[src/rtl/payload_tx_gearbox_pkg.sv]
// payload_tx_gearbox_pkg: shared widths, lane counts, FSM states and byte-lane helper
package payload_tx_gearbox_pkg;
   localparam int DATA_IN_W  = 256;
   localparam int DATA_OUT_W = 64;
   localparam int IN_LANES   = 32;
   localparam int OUT_LANES  = 8;
   typedef enum logic [1:0] {IDLE, DRAIN, CSUM, DISCARD} state_t;
   function automatic logic [7:0] lane_byte(input logic [DATA_OUT_W-1:0] w, input int j);
      return w[DATA_OUT_W-1-8*j -: 8];
   endfunction
endpackage

[src/rtl/payload_tx_gearbox_if.sv]
// payload_tx_gearbox_if: upstream beat stream, downstream word stream and status of the gearbox
interface payload_tx_gearbox_if;
   import payload_tx_gearbox_pkg::*;
   logic [DATA_IN_W-1:0]  s_tdata;
   logic                  s_tvalid;
   logic                  s_tlast;
   logic                  s_tready;
   logic [7:0]            msg_len;
   logic [DATA_OUT_W-1:0] m_tdata;
   logic [7:0]            m_tkeep;
   logic                  m_tvalid;
   logic                  m_tlast;
   logic                  m_tready;
   logic                  err_short;
   logic                  busy;
   modport slave (
      input  s_tdata, s_tvalid, s_tlast, msg_len, m_tready,
      output s_tready, m_tdata, m_tkeep, m_tvalid, m_tlast, err_short, busy
   );
   modport master (
      output s_tdata, s_tvalid, s_tlast, msg_len, m_tready,
      input  s_tready, m_tdata, m_tkeep, m_tvalid, m_tlast, err_short, busy
   );
endinterface

[src/rtl/payload_tx_gearbox_csum_adder.sv]
// payload_tx_gearbox_csum_adder: adds the kept byte lanes of a word onto an 8-bit running sum
module payload_tx_gearbox_csum_adder
   import payload_tx_gearbox_pkg::*;
(
   input  logic [DATA_OUT_W-1:0] data,
   input  logic [7:0]            keep,
   input  logic [7:0]            acc,
   output logic [7:0]            sum
);
   always_comb begin
      sum = acc;
      for (int j = 0; j < OUT_LANES; j++)
         if (keep[j]) sum = sum + lane_byte(data, j);
   end
endmodule

[src/rtl/payload_tx_gearbox.sv]
// payload_tx_gearbox: trims 256-bit order beats to msg_len bytes and re-emits them as
// 64-bit byte-qualified words followed by a one-byte mod-256 checksum
module payload_tx_gearbox
   import payload_tx_gearbox_pkg::*;
(
   input  logic               clk,
   input  logic               resetn,
   payload_tx_gearbox_if.slave bus
);
   state_t                state, state_nx;
   logic [DATA_IN_W-1:0]  hold;
   logic [1:0]            wi;
   logic [7:0]            rem, sum, word_sum, keep_d;
   logic [3:0]            n;
   logic [DATA_OUT_W-1:0] word, word_m;
   logic                  full, seen_last, short_msg;
   logic                  last_word, end_msg, drain_fire, load;
   assign word       = hold[DATA_IN_W-1-DATA_OUT_W*int'(wi) -: DATA_OUT_W];
   assign n          = rem >= 8'd8 ? 4'd8 : rem[3:0];
   assign keep_d     = 8'((9'd1 << n) - 9'd1);
   assign end_msg    = rem == {4'd0, n};
   assign last_word  = wi == 2'(IN_LANES / OUT_LANES - 1);
   assign drain_fire = state == DRAIN && full && bus.m_tready;
   assign load       = bus.s_tvalid && bus.s_tready && state != DISCARD;
   assign bus.busy   = state != IDLE;
   payload_tx_gearbox_csum_adder u_csum (.data(word), .keep(keep_d), .acc(sum), .sum(word_sum));
   always_comb begin
      for (int j = 0; j < OUT_LANES; j++)
         word_m[DATA_OUT_W-1-8*j -: 8] = keep_d[j] ? lane_byte(word, j) : 8'd0;
   end
   always_comb begin
      state_nx      = state;
      bus.s_tready  = 1'b0;
      bus.m_tvalid  = 1'b0;
      bus.m_tdata   = '0;
      bus.m_tkeep   = '0;
      bus.m_tlast   = 1'b0;
      bus.err_short = 1'b0;
      case (state)
         IDLE: begin
            bus.s_tready = resetn;
            if (bus.s_tvalid && resetn) state_nx = bus.msg_len == 8'd0 ? CSUM : DRAIN;
         end
         DRAIN: begin
            bus.m_tvalid = full;
            bus.m_tdata  = word_m;
            bus.m_tkeep  = keep_d;
            // a short final word has room for the checksum right after the data
            if (end_msg && n != 4'd8) begin
               bus.m_tdata = word_m | ({word_sum, 56'd0} >> {n, 3'd0});
               bus.m_tkeep = {keep_d[6:0], 1'b1};
               bus.m_tlast = 1'b1;
            end
            bus.s_tready = !full || (drain_fire && last_word && !end_msg && !seen_last);
            if (drain_fire && end_msg) state_nx = n != 4'd8 ? (seen_last ? IDLE : DISCARD) : CSUM;
            else if (drain_fire && last_word && seen_last) state_nx = CSUM;
         end
         CSUM: begin
            bus.m_tvalid  = 1'b1;
            bus.m_tdata   = {sum, 56'd0};
            bus.m_tkeep   = 8'h01;
            bus.m_tlast   = 1'b1;
            bus.err_short = short_msg && bus.m_tready;
            if (bus.m_tready) state_nx = seen_last ? IDLE : DISCARD;
         end
         DISCARD: begin
            bus.s_tready = 1'b1;
            if (bus.s_tvalid && bus.s_tlast) state_nx = IDLE;
         end
         default: state_nx = IDLE;
      endcase
   end
   always_ff @(posedge clk or negedge resetn) begin
      if (!resetn) begin
         state     <= IDLE;
         hold      <= '0;
         wi        <= '0;
         rem       <= '0;
         sum       <= '0;
         full      <= 1'b0;
         seen_last <= 1'b0;
         short_msg <= 1'b0;
      end else begin
         state <= state_nx;
         if (state == IDLE && bus.s_tvalid) begin
            rem       <= bus.msg_len;
            sum       <= '0;
            short_msg <= 1'b0;
         end
         if (drain_fire) begin
            rem <= rem - {4'd0, n};
            sum <= word_sum;
            wi  <= wi + 2'd1;
            if (last_word) full <= 1'b0;
            if (last_word && !end_msg && seen_last) short_msg <= 1'b1;
         end
         // a refill beat overrides the pointer advance of the word leaving this cycle
         if (load) begin
            hold      <= bus.s_tdata;
            wi        <= '0;
            full      <= 1'b1;
            seen_last <= bus.s_tlast;
         end
      end
   end
endmodule

[src/flat_wrapper.sv]
// flat-port wrapper written by rule: the top's interface ports become plain ports
module payload_tx_gearbox_flat import payload_tx_gearbox_pkg::*;
  (clk, resetn, bus_s_tdata, bus_s_tvalid, bus_s_tlast, bus_msg_len, bus_m_tready, bus_s_tready, bus_m_tdata, bus_m_tkeep, bus_m_tvalid, bus_m_tlast, bus_err_short, bus_busy);
  payload_tx_gearbox_if bus_i ();
  input  logic clk;
  input  logic resetn;
  input wire logic [$bits(bus_i.s_tdata)-1:0] bus_s_tdata;
  input wire logic [$bits(bus_i.s_tvalid)-1:0] bus_s_tvalid;
  input wire logic [$bits(bus_i.s_tlast)-1:0] bus_s_tlast;
  input wire logic [$bits(bus_i.msg_len)-1:0] bus_msg_len;
  input wire logic [$bits(bus_i.m_tready)-1:0] bus_m_tready;
  output wire logic [$bits(bus_i.s_tready)-1:0] bus_s_tready;
  output wire logic [$bits(bus_i.m_tdata)-1:0] bus_m_tdata;
  output wire logic [$bits(bus_i.m_tkeep)-1:0] bus_m_tkeep;
  output wire logic [$bits(bus_i.m_tvalid)-1:0] bus_m_tvalid;
  output wire logic [$bits(bus_i.m_tlast)-1:0] bus_m_tlast;
  output wire logic [$bits(bus_i.err_short)-1:0] bus_err_short;
  output wire logic [$bits(bus_i.busy)-1:0] bus_busy;
  assign bus_i.s_tdata = bus_s_tdata;
  assign bus_i.s_tvalid = bus_s_tvalid;
  assign bus_i.s_tlast = bus_s_tlast;
  assign bus_i.msg_len = bus_msg_len;
  assign bus_i.m_tready = bus_m_tready;
  assign bus_s_tready = bus_i.s_tready;
  assign bus_m_tdata = bus_i.m_tdata;
  assign bus_m_tkeep = bus_i.m_tkeep;
  assign bus_m_tvalid = bus_i.m_tvalid;
  assign bus_m_tlast = bus_i.m_tlast;
  assign bus_err_short = bus_i.err_short;
  assign bus_busy = bus_i.busy;
  payload_tx_gearbox u_core (.clk(clk), .resetn(resetn), .bus(bus_i));
endmodule
[config.mk]
export PLATFORM = sky130hd
export DESIGN_NAME = payload_tx_gearbox_flat
export DESIGN_NICKNAME = d
export VERILOG_FILES = /design/src/rtl/payload_tx_gearbox_pkg.sv /design/src/rtl/payload_tx_gearbox_if.sv /design/src/rtl/payload_tx_gearbox_csum_adder.sv /design/src/rtl/payload_tx_gearbox.sv /design/src/flat_wrapper.sv
export SDC_FILE = /design/constraint.sdc
export NUM_CORES = 1
export LEC_CHECK = 0
export CAP_MARGIN = 40
export CORE_ASPECT_RATIO = 1.4
export CORE_MARGIN = 2
export CORE_UTILIZATION = 35
export DETAILED_ROUTE_END_ITERATION = 10
export SYNTH_ARGS = -nofsm -noshare
export SYNTH_HDL_FRONTEND = slang
export SYNTH_SLANG_ARGS = --single-unit
[constraint.sdc]
create_clock -name clk -period 40.5 [get_ports clk]
set_input_delay 8.1 -clock clk [delete_from_list [all_inputs] [get_ports clk]]
set_output_delay 8.1 -clock clk [all_outputs]
set_load 0.01 [all_outputs]
======== Word level (Yosys, flattened, before mapping) ========
Cells that the tools add are included.
word-level totals
  register bits ........................... 279
  input port bits ......................... 269
  logic and storage cells ................. 111
cells by class
  add/subtract/negate cells ............... 12
  $lt $le $gt $ge ......................... 1
  equal/unequal tests ..................... 11
  shift operators ......................... 3
  mux-type cells .......................... 47
  bitwise logic cells ..................... 1
  reductions and logical operators ........ 28
operators with widths
  cell                                                                    number
  319-bit by 32-bit indexed part select with 64-bit output                1
  8-bit 2-to-1 mux                                                        21
  64-bit one-hot mux with 2 select lines                                  1
  8-bit adder                                                             8
  64-bit 2-to-1 mux                                                       1
  64-bit bitwise OR                                                       1
  64-bit by 7-bit >> shifter with 64-bit output                           1
  2-bit 2-to-1 mux                                                        10
  1-bit logical AND                                                       16
  8-bit one-hot mux with 2 select lines                                   1
  8-bit by 8-bit subtractor with 9-bit output (first input constant)      1
  8-bit by 4-bit == test with 1-bit output                                1
  8-bit by 4-bit >= comparator with 1-bit output (second input constant)  1
  8-bit zero test                                                         1
  1-bit 2-to-1 mux                                                        8
  2-bit one-hot mux with 4 select lines                                   1
  2-bit nonzero test                                                      4
  1-bit by 4-bit left shift with 8-bit output (first input constant)      1
  8-bit by 1-bit subtractor with 8-bit output (second input constant)     1
  8-bit by 4-bit subtractor with 8-bit output                             1
  2-bit == test (second input constant)                                   3
  4-bit 2-to-1 mux                                                        1
  2-bit by 1-bit != test with 1-bit output (second input constant)        2
  2-bit != test (second input constant)                                   2
  other kinds (11)                                                        14

======== Longest topological paths before layout ========
  depth in word-level cells ............... 23
  gate-level depth with buffers ........... 51

======== Cells and area by module ========
A second synthesis with hierarchy kept.
second synthesis, totals
  cell total of the unflattened synthesis .. 1359
  area total of the unflattened synthesis .. 16721.0 um2
modules (own cells, without submodules)
  module                         instances  cells each  area an instance (um2)  sequential area each (um2)
  payload_tx_gearbox             1          974         13784.5                 6981.7
  payload_tx_gearbox_csum_adder  1          385         2936.6                  0.0

======== Worst setup path after synthesis ========
OpenSTA, ideal clock, no wires.
  kind .................................... flip-flop to output port
  from .................................... reg u_core.wi[0]
  to ...................................... out bus_m_tdata[39]
  arrival time ............................ 10533 ps
  setup slack ............................. 21867 ps
  cell stages (with the launch flop) ...... 50
  buffers on the path ..................... 4
  cells stage by stage .................... dfrtp_1 -> buf_2 -> buf_1 -> clkbuf_1 -> buf_1 -> mux4_2 -> ha_1 -> fa_1 -> xnor2_1 -> o21ai_0 -> ha_1 -> a21oi_1 -> a21boi_0 -> a31oi_1 -> xnor2_1 -> o21ai_0 -> ha_1 -> nor2_1 -> [14 not listed] -> mux2_2 -> ha_1 -> xor2_1 -> mux2_2 -> ha_1 -> nor3_1 -> o21ai_0 -> a31oi_1 -> xnor2_1 -> nand2_1 -> xor2_1 -> xnor2_1 -> xnor2_1 -> xnor2_1 -> xnor2_1 -> xnor2_2 -> nand2_1 -> a21oi_1
on the way
  cells in the longest elaborated chain, start to end .. 22
  elaborated cells on any way between the ends .. 23
  those cells by class .................... 9 x add/sub; 2 x shift; 11 x mux; 1 x bitwise
ends and longest elaborated chain
  what                                                        RTL line                             text
  from (decl)                                                 payload_tx_gearbox.sv:12             logic [1:0] wi;
  from (signal assigned)                                      payload_tx_gearbox.sv:93             wi <= wi + 2'd1;
  8-bit by 8-bit subtractor with 9-bit output *               payload_tx_gearbox.sv:18             assign word = hold[DATA_IN_W-1-DATA_OUT_W*int'(wi) -: DATA_OUT_W];
  319-bit by 32-bit indexed part select with 64-bit output *  payload_tx_gearbox.sv:18
  8-bit adder                                                 payload_tx_gearbox_csum_adder.sv:13  if (keep[j]) sum = sum + lane_byte(data, j);
  8-bit 2-to-1 mux                                            payload_tx_gearbox_csum_adder.sv:13
  8-bit adder                                                 payload_tx_gearbox_csum_adder.sv:13
  8-bit 2-to-1 mux                                            payload_tx_gearbox_csum_adder.sv:13
  8-bit adder                                                 payload_tx_gearbox_csum_adder.sv:13
  8-bit 2-to-1 mux                                            payload_tx_gearbox_csum_adder.sv:13
  [6 not listed]                                              -
  8-bit adder                                                 payload_tx_gearbox_csum_adder.sv:13
  8-bit 2-to-1 mux                                            payload_tx_gearbox_csum_adder.sv:13
  8-bit adder                                                 payload_tx_gearbox_csum_adder.sv:13
  8-bit 2-to-1 mux                                            payload_tx_gearbox_csum_adder.sv:13
  64-bit by 7-bit >> shifter with 64-bit output               payload_tx_gearbox.sv:50             bus.m_tdata = word_m | ({word_sum, 56'd0} >> {n, 3'd0});
  64-bit bitwise OR                                           payload_tx_gearbox.sv:50
  64-bit 2-to-1 mux *                                         payload_tx_gearbox.sv:49             if (end_msg && n != 4'd8) begin
  64-bit one-hot mux with 2 select lines *                    payload_tx_gearbox.sv:39             case (state)
  to (decl)                                                   flat_wrapper.sv:13                   output wire logic [$bits(bus_i.m_tdata)-1:0] bus_m_tdata;
Every way passes the cells marked *; elsewhere a longest branch is shown, timed or not.

======== Worst setup path in the final report ========
  from .................................... reg u_core.rem[5]
  to ...................................... out bus_m_tdata[7]
on the way
  cells in the longest elaborated chain, start to end .. 23
  elaborated cells on any way between the ends .. 27
  those cells by class .................... 8 x add/sub; 1 x order compare; 2 x eq/ne; 2 x shift; 12 x mux; 1 x bitwise; 1 x reduce/logical
ends and longest elaborated chain
  what                                            RTL line                             text
  from (decl)                                     payload_tx_gearbox.sv:13             logic [7:0] rem, sum, word_sum, keep_d;
  from (signal assigned)                          payload_tx_gearbox.sv:86             rem <= bus.msg_len;
  from (signal assigned)                          payload_tx_gearbox.sv:91             rem <= rem - {4'd0, n};
  8-bit by 4-bit >= comparator with 1-bit output  payload_tx_gearbox.sv:19             assign n = rem >= 8'd8 ? 4'd8 : rem[3:0];
  4-bit 2-to-1 mux                                payload_tx_gearbox.sv:19
  1-bit by 4-bit left shift with 8-bit output     payload_tx_gearbox.sv:20             assign keep_d = 8'((9'd1 << n) - 9'd1);
  8-bit by 1-bit subtractor with 8-bit output     payload_tx_gearbox.sv:20
  8-bit 2-to-1 mux                                payload_tx_gearbox_csum_adder.sv:13
  8-bit adder                                     payload_tx_gearbox_csum_adder.sv:13
  8-bit 2-to-1 mux                                payload_tx_gearbox_csum_adder.sv:13
  8-bit adder                                     payload_tx_gearbox_csum_adder.sv:13
  [7 not listed]                                  -
  8-bit adder                                     payload_tx_gearbox_csum_adder.sv:13
  8-bit 2-to-1 mux                                payload_tx_gearbox_csum_adder.sv:13
  8-bit adder                                     payload_tx_gearbox_csum_adder.sv:13
  8-bit 2-to-1 mux                                payload_tx_gearbox_csum_adder.sv:13
  64-bit by 7-bit >> shifter with 64-bit output   payload_tx_gearbox.sv:50
  64-bit bitwise OR                               payload_tx_gearbox.sv:50
  64-bit 2-to-1 mux *                             payload_tx_gearbox.sv:49
  64-bit one-hot mux with 2 select lines *        payload_tx_gearbox.sv:39
Marked as above.

==> reports/qor.txt <==
Wirelength per Cell -> 22.68 um
syn_nets -> 1779
Initial DRC Count -> 849
post-synthesis adder-cell area fraction -> 5.662%
CTS Buffer Depth -> 3
most numerous cell on the critical path -> xnor2_1
vias per inst -> 5.354
Syn Inst Count -> 1441
setup TNS after final layout -> 0 ns
final setup fails -> 0
mean post-synth cell area -> 11.56 um^2
Reg2Reg Setup Slack -> 28.99 ns
Site Rows -> 94
IO Port Bufs -> 345
Compound-Gate Fraction of Synth Area -> 9.986%
Setup Skew -> 0.01969 ns
required time worst endpoint -> 32.40 ns
reg2reg path depth -> 45
status -> finished clean
post-route antenna net violation count -> 0
HP Start -> u_core.hold[4]
Worst slew margin -> 36.61%
depth of the worst hold-timing path -> 1
commonest non-fill, non-tap cell in the layout -> clkdlybuf4s50_1
CTS buffer count -> 29
Worst-Margin Slew -> 0.9508 ns
Final Util -> 46.48%
Reg2Reg Launch Point -> u_core.rem[5]
clk sinks -> 279
Worst Hold Path EP -> u_core.hold[4]
crit path time final -> 20.74 ns
mux contribution to synthesized area -> 28.00%
die area -> 49400 um^2
register area share after synthesis -> 41.90%
post-cts sizing count -> 0
Synth top area share -> 41.90%
Total Routing Usage GR -> 22.01%
critical path type -> reg -> out
CTS Root Buffer Type -> clkbuf_16
Critical-path top delay cell -> ha_1
Vias -> 12920
Initial Util -> 35.42%
gr ovfl total -> 0
Fmax -> 48.21 MHz
Max Slew Vio Count -> 0
drt drc -> 0
layout cell share with drive strength beyond 1 -> 24.79%
clock slew at reported path FFs -> 0.06 ns
Yosys top cell by area -> dfrtp_1
first-pass GRT wire length -> 82410 um
die width -> 188.4 um
slowest stage delay, CP -> 0.94 ns
Max Cap Viol -> 0
Clock Latency Late Sink -> 0.58 ns
synthesized flop and latch total -> 279
met2 global-route usage -> 38.90%
Unique masters post-synth -> 81
CP Capture Type -> output pin
Min-Delay Path Class -> reg -> reg
Top Usage Layer GRT -> met2
Detailed Place HPWL -> 42690 um
initial antenna violation count -> 5
Critical R2R Capture -> u_core.sum[7]
CP arrival -> 12.64 ns
largest net degree at the start of global routing -> 85
Top-Level Pins -> 346
Fillers -> 4373
GP Congestion -> 0.8949
drt first pass iters -> 5
XOR/XNOR Fraction of Synth Area -> 2.861%
Post-CTS Hold Buffers -> 0
cell area after synthesis -> 16660 um^2
synth top area cells -> dfrtp_1, mux2_2, mux4_2
P&R area growth vs syn -> 31.21%
Synth Area in Simple Gates -> 8.853%
most frequent cells in the layout -> clkdlybuf4s50_1, dfrtp_1, mux2_2
core area -> 47050 um^2
Max FO, Critical Path -> 32
met1 Resource Use GR -> 25.17%
met3 Track Usage GR -> 4.233%
most common flop cell mapped by yosys -> dfrtp_1
Post-synth ARST share -> 100.0%
CTS tree -> done
unrepaired setup endpoints after global routing -> no
final hold slack -> 0.5023 ns
largest family of logic cells by synthesized area -> multiplexers
Hold Violations, Final -> 0
CP startpoint kind -> flop
vias in the first global route -> 13800
fin nets -> 2099
postcts setup bufs -> 0
fin crit share -> 51.22%
Post-synth EDFFs -> 0
Die Height -> 262.2 um
H-tree levels -> 1
warning count from the yosys run -> 0
final wirelength -> 54720 um
worst max-delay path, delay by kind of cell, from the launching register on:
family	cells	cell delay [ns]
xor gates and xnor gates	10	2.02
DFF	1	0.44
AOI/OAI and AO/OA	9	1.58
muxes	2	0.60
buffers and inverters	3	0.80
and+or+nand+nor	15	3.70
adders and majority gates	7	2.88
how the worst max path moves through the flow:
stage | startpoint | to | slack (ns) | cells past startpoint
2_1_floorplan | u_core.wi[0] | bus_m_tdata[39] | 21.87 | 49
3_3_place_gp | u_core.rem[6] | bus_m_tdata[7] | 20.81 | 43
3_5_place_dp | u_core.rem[6] | bus_m_tdata[7] | 20.62 | 45
4_1_cts | u_core.rem[6] | bus_m_tdata[7] | 19.94 | 45
5_1_grt | u_core.rem[5] | bus_m_tdata[7] | 18.76 | 46
6_report | u_core.rem[5] | bus_m_tdata[7] | 19.76 | 46
through the flow:
stage	cell area, um^2	setup slack, ns	instances
after global routing	21860	18.76	2412
final	21860	19.76	2413
after CTS	21850	19.94	2407
after global placement	20730	20.81	2344
after floorplan	16660	21.87	1441
after detailed placement	20880	20.62	2354
flip-flops by register name, summed over array words and instances, names as in the netlist:
name and count:
u_core.short_msg 1, u_core.hold 256, u_core.wi 2, u_core.state 2, u_core.seen_last 1, u_core.full 1, u_core.sum 8, u_core.rem 8
per-layer routing:
layer	routed length, um	up-vias
li1	-	5926
met1	20420	6394
met2	27570	475
met3	3637	123
met4	3089	0
met5	0	-
Yosys cell counts, drive strengths merged (10+ instances only):
cell type,n
nor2b,10
ha,61
buf,17
clkbuf,69
mux4,64
nor2,111
inv,31
a21o,20
mux2,273
nand2,92
dfrtp,279
xor2,18
nand2b,12
xnor2,33
mux2i,15
nand3,24
o21ai,55
a22oi,38
nor3,23
a21oi,73
logic make-up (layout without fill, tap and decap cells):
kind of cell | Yosys count | count (layout)
buf+inv | 117 | 459
mux | 352 | 352
flops | 279 | 279
other cells | 1 | 7
fa+ha+maj | 71 | 71
simple gates | 319 | 319
xor+xnor | 52 | 52
compound gates | 250 | 250
layout make-up:
class	instances	area (um^2)	area share, %
clock inverters	9	112.6	0.5150
flip-flops and latches	279	6989	31.97
inverters	31	116.4	0.5322
diodes	6	15.01	0.06867
multi-input cells	1045	9238	42.25
well taps	624	780.7	3.571
clock buffers	44	862.1	3.943
repair buffers	375	3751	17.16
Power is left out: the tool's default activity adds up to more than one toggle a clock period on the data nets, which glitch-free logic cannot reach.
